==> config.mk <==
export PLATFORM = sky130hd
export DESIGN_NAME = oam_dma_ctrl
export DESIGN_NICKNAME = d
export VERILOG_FILES = /design/src/rtl/ppu_pkg.sv /design/src/rtl/oam_dma_ctrl.sv
export SDC_FILE = /design/constraint.sdc
export NUM_CORES = 1
export LEC_CHECK = 0
export BUFFER_PORTS_ARGS = -buffer_cell sky130_fd_sc_hd__buf_2
export CAP_MARGIN = 20
export CORE_MARGIN = 2
export CORE_UTILIZATION = 52
export CTS_CLUSTER_DIAMETER = 100
export CTS_CLUSTER_SIZE = 14
export DETAILED_ROUTE_END_ITERATION = 16
export GPL_TIMING_DRIVEN = 0
export PLACE_DENSITY = 0.86
export SETUP_SLACK_MARGIN = 0.4
export SLEW_MARGIN = 20
export SYNTH_ARGS = -nofsm -noshare
export SYNTH_HDL_FRONTEND = slang
export SYNTH_SLANG_ARGS = --single-unit
==> constraint.sdc <==
create_clock -name clk -period 2.75 [get_ports clk]
set_input_delay 0.4125 -clock clk [delete_from_list [all_inputs] [get_ports clk]]
set_output_delay 0.4125 -clock clk [all_outputs]
set_load 0.1 [all_outputs]
==> src/rtl/ppu_pkg.sv <==
// Shared PPU-side types and constants for the sprite unit and its OAM DMA writer.
package ppu_pkg;

  typedef enum logic [2:0] {
    IDLE,
    HALT,
    ALIGN,
    GET,
    PUT
  } dma_state_t;

  localparam logic [15:0] DMA_REG_ADDR = 16'h4014;
  localparam int unsigned OAM_SIZE     = 256;

endpackage

==> src/rtl/oam_dma_ctrl.sv <==
// OAM DMA writer: a $4014 write stalls the CPU, copies one 256-byte page from the CPU bus
// and streams it into primary OAM starting at the PPU's OAMADDR.
module oam_dma_ctrl #(
  parameter logic [15:0] DMA_REG_ADDR = ppu_pkg::DMA_REG_ADDR,
  parameter int unsigned XFER_LEN     = ppu_pkg::OAM_SIZE
) (
  input  logic        clk,
  input  logic        reset,
  input  logic        cpu_ce,
  input  logic        reg_we,
  input  logic [15:0] reg_addr,
  input  logic [7:0]  reg_data,
  input  logic [7:0]  oam_addr_base,
  input  logic [7:0]  dma_data_in,
  output logic        cpu_stall,
  output logic        dma_rd,
  output logic [15:0] dma_addr,
  output logic [7:0]  oam_addr,
  output logic [7:0]  oam_data,
  output logic        oam_dma,
  output logic        busy,
  output logic        done
);
  import ppu_pkg::*;

  // The index counter is always 8 bits wide; the length only sets the terminal count.
  localparam logic [7:0] LastIdx = 8'(XFER_LEN - 1);

  dma_state_t  state_q, state_d;
  logic [7:0]  idx_q, idx_d;
  logic [7:0]  page_q, page_d;
  logic [7:0]  base_q, base_d;
  logic        parity_q, parity_d;
  logic        cpu_stall_q, cpu_stall_d;
  logic        dma_rd_q, dma_rd_d;
  logic [15:0] dma_addr_q, dma_addr_d;
  logic [7:0]  oam_addr_q, oam_addr_d;
  logic [7:0]  oam_data_q, oam_data_d;
  logic        oam_dma_q, oam_dma_d;
  logic        busy_q, busy_d;
  logic        done_q, done_d;
  logic        trigger;

  assign trigger = reg_we && (reg_addr == DMA_REG_ADDR);

  always_comb begin
    state_d     = state_q;
    idx_d       = idx_q;
    page_d      = page_q;
    base_d      = base_q;
    parity_d    = parity_q;
    cpu_stall_d = cpu_stall_q;
    dma_rd_d    = dma_rd_q;
    dma_addr_d  = dma_addr_q;
    oam_addr_d  = oam_addr_q;
    oam_data_d  = oam_data_q;
    busy_d      = busy_q;
    // Write strobe and completion pulse drop on the very next clk, even with cpu_ce low.
    oam_dma_d   = 1'b0;
    done_d      = 1'b0;

    if (cpu_ce) begin
      parity_d = ~parity_q;
      unique case (state_q)
        IDLE: begin
          if (trigger) begin
            page_d      = reg_data;
            base_d      = oam_addr_base;
            idx_d       = 8'd0;
            cpu_stall_d = 1'b1;
            busy_d      = 1'b1;
            state_d     = HALT;
          end
        end
        HALT: begin
          // An odd cycle here needs one more dummy cycle to line reads up on even cycles.
          if (parity_q) begin
            state_d = ALIGN;
          end else begin
            state_d    = GET;
            dma_rd_d   = 1'b1;
            dma_addr_d = {page_q, idx_q};
          end
        end
        ALIGN: begin
          state_d    = GET;
          dma_rd_d   = 1'b1;
          dma_addr_d = {page_q, idx_q};
        end
        GET: begin
          state_d  = PUT;
          dma_rd_d = 1'b0;
        end
        PUT: begin
          oam_data_d = dma_data_in;
          oam_addr_d = base_q + idx_q;
          oam_dma_d  = 1'b1;
          if (idx_q == LastIdx) begin
            state_d     = IDLE;
            cpu_stall_d = 1'b0;
            busy_d      = 1'b0;
            done_d      = 1'b1;
          end else begin
            idx_d      = idx_q + 8'd1;
            state_d    = GET;
            dma_rd_d   = 1'b1;
            dma_addr_d = {page_q, idx_q + 8'd1};
          end
        end
        default: state_d = IDLE;
      endcase
    end
  end

  always_ff @(posedge clk) begin
    if (reset) begin
      state_q     <= IDLE;
      idx_q       <= 8'd0;
      page_q      <= 8'd0;
      base_q      <= 8'd0;
      parity_q    <= 1'b0;
      cpu_stall_q <= 1'b0;
      dma_rd_q    <= 1'b0;
      dma_addr_q  <= 16'd0;
      oam_addr_q  <= 8'd0;
      oam_data_q  <= 8'd0;
      oam_dma_q   <= 1'b0;
      busy_q      <= 1'b0;
      done_q      <= 1'b0;
    end else begin
      state_q     <= state_d;
      idx_q       <= idx_d;
      page_q      <= page_d;
      base_q      <= base_d;
      parity_q    <= parity_d;
      cpu_stall_q <= cpu_stall_d;
      dma_rd_q    <= dma_rd_d;
      dma_addr_q  <= dma_addr_d;
      oam_addr_q  <= oam_addr_d;
      oam_data_q  <= oam_data_d;
      oam_dma_q   <= oam_dma_d;
      busy_q      <= busy_d;
      done_q      <= done_d;
    end
  end

  assign cpu_stall = cpu_stall_q;
  assign dma_rd    = dma_rd_q;
  assign dma_addr  = dma_addr_q;
  assign oam_addr  = oam_addr_q;
  assign oam_data  = oam_data_q;
  assign oam_dma   = oam_dma_q;
  assign busy      = busy_q;
  assign done      = done_q;

endmodule

======== After elaboration in Yosys (flattened, before gate mapping) ========
Index checks and enable logic that the tools add are counted.
word-level totals
  flip-flop bits (word level) ............. 64
  word-level logic and storage cells ...... 59
cells by class
  $add $sub $neg .......................... 2
  reduce and logical (&&, ||, !) cells .... 14
  multiplexer cells ....................... 18
  equality and inequality tests ........... 10
  bitwise operators ....................... 3
operator list
  kind                  count
  $pmux 16 s3           1
  $mux 16               2
  $eq 16x15->1 const B  1
  $mux 8                2
  $pmux 8 s2            1
  $reduce_and 4->1      4
  $pmux 3 s5            1
  $add 8x1->8 const B   1
  $add 8x8->8           1
  $eq 8x8->1 const B    1
  $ne 2x2->1 const B    4
  $mux 1                7
  $eq 3x2->1 const B    2
  $pmux 1 s4            1
  $reduce_and 2->1      2
  $reduce_bool 4->1     1
  $eq 3x1->1 const B    1
  $eq 3x3->1 const B    1
  $logic_not 3->1       1
  $mux 3                1
  $not 1->1             3
  $reduce_and 3->1      1
  $reduce_bool 3->1     1
  $reduce_or 3->1       1
  other kinds (5)       5

======== Depth between registers and ports, before layout ========
  depth after elaboration ................. 4
  depth in mapped cells ................... 8
  gate-level depth less buffers ........... 8

======== Least setup slack after synthesis ========
OpenSTA, ideal clock, no wires.
  kind .................................... input to register
  start ................................... in reg_addr[0]
  end ..................................... reg base_q[1]
  data required time ...................... 2612 ps
  slack ................................... 445 ps
  stages .................................. 7
  data arrival time ....................... 2168 ps
  path through ............................ or4b_1 or3_4 or4_4 buf_6 buf_12 nand2_2 a21oi_2
between the ends
  cells in the longest elaborated chain, start to end .. 3
RTL lines
  item                        RTL line             source
  start, declared             oam_dma_ctrl.sv:11   input logic [15:0] reg_addr,
  $eq 16x15->1                oam_dma_ctrl.sv:44   assign trigger = reg_we && (reg_addr == DMA_REG_ADDR);
  $logic_and 1x1->1           oam_dma_ctrl.sv:44
  $reduce_and 3->1 (no line)  n/a
  end signal, assigned        oam_dma_ctrl.sv:134  base_q <= base_d;
  end, declared               oam_dma_ctrl.sv:32   logic [7:0] base_q, base_d;
Every way passes these cells.
A chain may end at the register's enable or synchronous reset.

======== Final worst setup path ========
  start ................................... reg state_q[1]
  end ..................................... reg idx_q[5]
between the ends
  cells in the longest elaborated chain, start to end .. 3
  elaborated cells on any way between the ends .. 7
RTL lines
  item                                                              RTL line             source
  start, declared                                                   oam_dma_ctrl.sv:29   dma_state_t state_q, state_d;
  start signal, assigned                                            oam_dma_ctrl.sv:131  state_q <= state_d;
  $eq 3x3->1 / $logic_not 3->1 (equally long branches)              oam_dma_ctrl.sv:64   unique case (state_q)
  $ne 2x2->1 (no line) / $reduce_bool 2->1 (equally long branches)  n/a
  $reduce_and 4->1 (no line)                                        n/a
  end signal, assigned                                              oam_dma_ctrl.sv:132  idx_q <= idx_d;
  end, declared                                                     oam_dma_ctrl.sv:30   logic [7:0] idx_q, idx_d;
Parallel ways exist; a longest one is shown, timed or not.

==> metrics.txt <==
global-route wire length before repair approximately 12000 microns; Placer Congestion 0.8675; top_reg_cell synth dfxtp_1; number of routed nets with antenna violations 0; layout cells sized above 1 around 29%; Clock Latency Late Sink 0.35 ns; Seq cells post-synth 64; Cell variety after synth 57; status completed; cts hold-fix bufs 0; min-delay worst type primary input to flip-flop; Ant. Diodes 0; drt total wl between 7000 and 8000 microns; # clock sinks 64; reg2reg setup slack 0.50 ns; syn_area_per_cell 8.594 sq um; CTS Buf Count 9; Final nets between 500 and 600; # setup viols final 0; Die H around 81 microns; cells after synthesis ~360; Top Metal Used met4; met2 wire len roughly 3700 microns; Synth async-reset ratio 0%; Row Count 27; Post-Syn Nets 411; post-placement cell count 507; num ports 81; Vias roughly 2900; min Tclk post-route around 2.2 ns; max-slew violations 0; Total Neg Setup Slack 0 ns; Ys Warns 0; worst slew pin tran between 0.6 and 0.7 ns; sequential area share after synthesis a little over two fifths; Die Area between 6000 and 7000 sq um; Total GRT Usage between 20% and 30%; WP data arrival roughly 2.5 ns; HP Start dma_data_in[2]; DR WL/cell approximately 14 microns; DIE WIDTH approximately 81 microns; data required time of the critical path between 3 and 4 ns; critical path class flip-flop to flip-flop; fin crit share 81.80%; initial antenna violation count 0; wire length on met1 ~3300 microns; RSZ-0062 raised after global routing no; fmax between 0.4 and 0.5 GHz; Clock Skew approximately 0.0098 ns; Pleak between 1.5 and 2 nW; post-DR vias/cell around 5.5; element type at the critical path end flip-flop; Max Cap Viol 0; total gr overflow 0; Reg clk slew, reported paths about 0.070 ns; Starting Density 54.71%; Finished Layout Cells about 530; H-tree levels 3; drt drc 0; Critical Path Start Type flip-flop; CTS tree yes; R2R cell count 6; Pre-Repair DR Iteration Count 6; Clock Tree Buf Depth 2; crit path max fanout 10; Hold Crit Depth 3; Max VDD drop roughly 0.28 mV; DR WL met3 ~500 microns; Slew headroom a little over half; worst min-delay path endpoint oam_data[2]; CP Cell Sequence clkbuf_1, or3b_1, nor2_4, nand2_1, or4_1, a21oi_1; First DRT Iteration DRCs ~240; largest net degree at the start of global routing 12; Crit path largest cell delay roughly 0.54 ns; Root Driver clkbuf_8; Detailed Place HPWL about 5400 microns; vias in the first global route around 2600; reg2reg end idx_q[5]; Area growth syn-to-layout 24.10%; Post-synth EDFFs 0; Core Area ~5600 sq um; buffers added on ports 78; Final Hold Viols 0; Reg2Reg Launch Point state_q[1]; Critical Path Slowest Stage Cell or4_1; P per Cell Area slightly below 500 nW/um^2; Post-Syn Area 3068 sq um
## report_power, final
part | switching [mW] | internal [mW] | total, mW | leakage (nW)
sequential | 0.00134 | 0.928 | 0.929 | 0.515
clock | 0.366 | 0.530 | 0.895 | 0.112
combinational | 0.0339 | 0.0272 | 0.0611 | 1.00
total | 0.401 | 1.48 | 1.89 | 1.63
## worst max-delay path by stage
stage / start / cells after the start / endpoint
after global placement: idx_q[0] / 7 / dma_addr[14]
after global routing: state_q[1] / 6 / idx_q[5]
after CTS: state_q[1] / 6 / idx_q[5]
after detailed placement: idx_q[0] / 7 / dma_addr[11]
after floorplan: reg_addr[0] / 7 / base_q[1]
final: state_q[1] / 6 / idx_q[5]
## cells by family (layout without fill, tap and decap cells)
logic type	count (synthesis)	count (layout)	share of synthesized area [%]
simple gates	145	145	24.02
compound gates	78	78	16.68
flops	64	64	41.76
buf+inv	35	132	5.465
mux	15	15	4.894
fa+ha+maj	10	10	4.323
xor+xnor	10	10	2.855
## cells in the mapped netlist (2+ instances only)
cell	number	area, sq um
a211oi_1	2	15.01
a21oi_1	32	160.2
a21oi_2	10	87.58
a31oi_1	4	25.02
and2_1	2	12.51
buf_4	3	22.52
clkbuf_1	16	60.06
dfxtp_1	64	1281
ha_1	9	112.6
inv_1	12	45.04
mux2i_1	15	150.1
nand2_1	58	217.7
nand2_2	10	62.56
nand3_1	7	35.03
nand4b_1	2	17.52
nor2_1	29	108.9
nor2b_1	3	18.77
nor3_1	5	25.02
nor3b_1	2	15.01
nor4_1	2	12.51
nor4b_1	2	17.52
o211ai_1	3	22.52
o21ai_0	8	40.04
o31ai_1	6	45.04
o41ai_1	2	17.52
or2_2	2	12.51
or3_1	4	25.02
or3b_1	2	17.52
or4_1	4	30.03
or4b_1	2	20.02
xnor2_1	6	52.55
xor2_1	4	35.03
## registers in the layout, summed over array words and instances (netlist names)
name / cells
page_q: 8
done: 1
parity_q: 1
dma_rd: 1
oam_addr: 8
state_q: 3
oam_dma: 1
oam_data: 8
base_q: 8
idx_q: 8
dma_addr: 16
busy: 1
## what timing repair did
item	4_1_cts	5_1_grt
setup buffers	1	2
hold endpoints to repair	0	0
pin swaps	1	1
resized for setup	1	1
setup endpoints to repair	10	20
## cell usage in the layout, fill, tap and decap left out, types with 3 or more instances in the layout
cell type	count
nor2_1	29
clkbuf_1	16
ha_1	9
o31ai_1	6
nor2b_1	3
nand2_1	58
buf_4	6
xnor2_1	6
buf_2	79
mux2i_1	15
a21oi_1	32
clkbuf_8	10
dfxtp_1	64
or3_1	4
nor3_1	5
o21ai_0	8
nand3_1	7
o211ai_1	3
xor2_1	4
a21oi_2	10
a31oi_1	4
clkinv_2	3
nand2_2	10
or4_1	4
inv_1	12
## per-stage QoR
step	cell area [sq um]	util (%)	total power, mW	hold slack, ns	setup slack, ns
2_1_floorplan	3068	-	0.9734	0.4312	0.4445
3_3_place_gp	3548	63.28	1.010	0.4380	0.1940
3_5_place_dp	3548	63.28	1.011	0.4433	0.1602
4_1_cts	3787	67.54	1.894	0.2902	0.3908
5_1_grt	3807	67.89	1.946	0.2950	0.4025
6_report	3807	67.89	1.886	0.2959	0.5005
## per-layer routing
| layer | vias up | GRT usage (%) |
|---|---|---|
| li1 | 1430 | - |
| met1 | 1319 | 29.33 |
| met2 | 118 | 40.83 |
| met3 | 17 | 4.556 |
| met4 | 0 | 10.00 |
| met5 | - | 0 |
## critical path, delay by kind of cell (launching register included)
family,cells,cell delay (ns)
simple gates,4,1.51
compound gates,1,0.15
flops,1,0.30
buf+inv,1,0.22
## layout make-up
cell class	instances	area (sq um)
Tap cell	72	90.09
Sequential cell	64	1281
Inverter	12	45.04
Fill cell	487	1800
Clock buffer	10	137.6
Clock inverter	6	82.58
Timing Repair Buffer	81	412.9
Multi-Input combinational cell	258	1635
Buffer	23	122.6
Power figures use the tool's default switching activity.
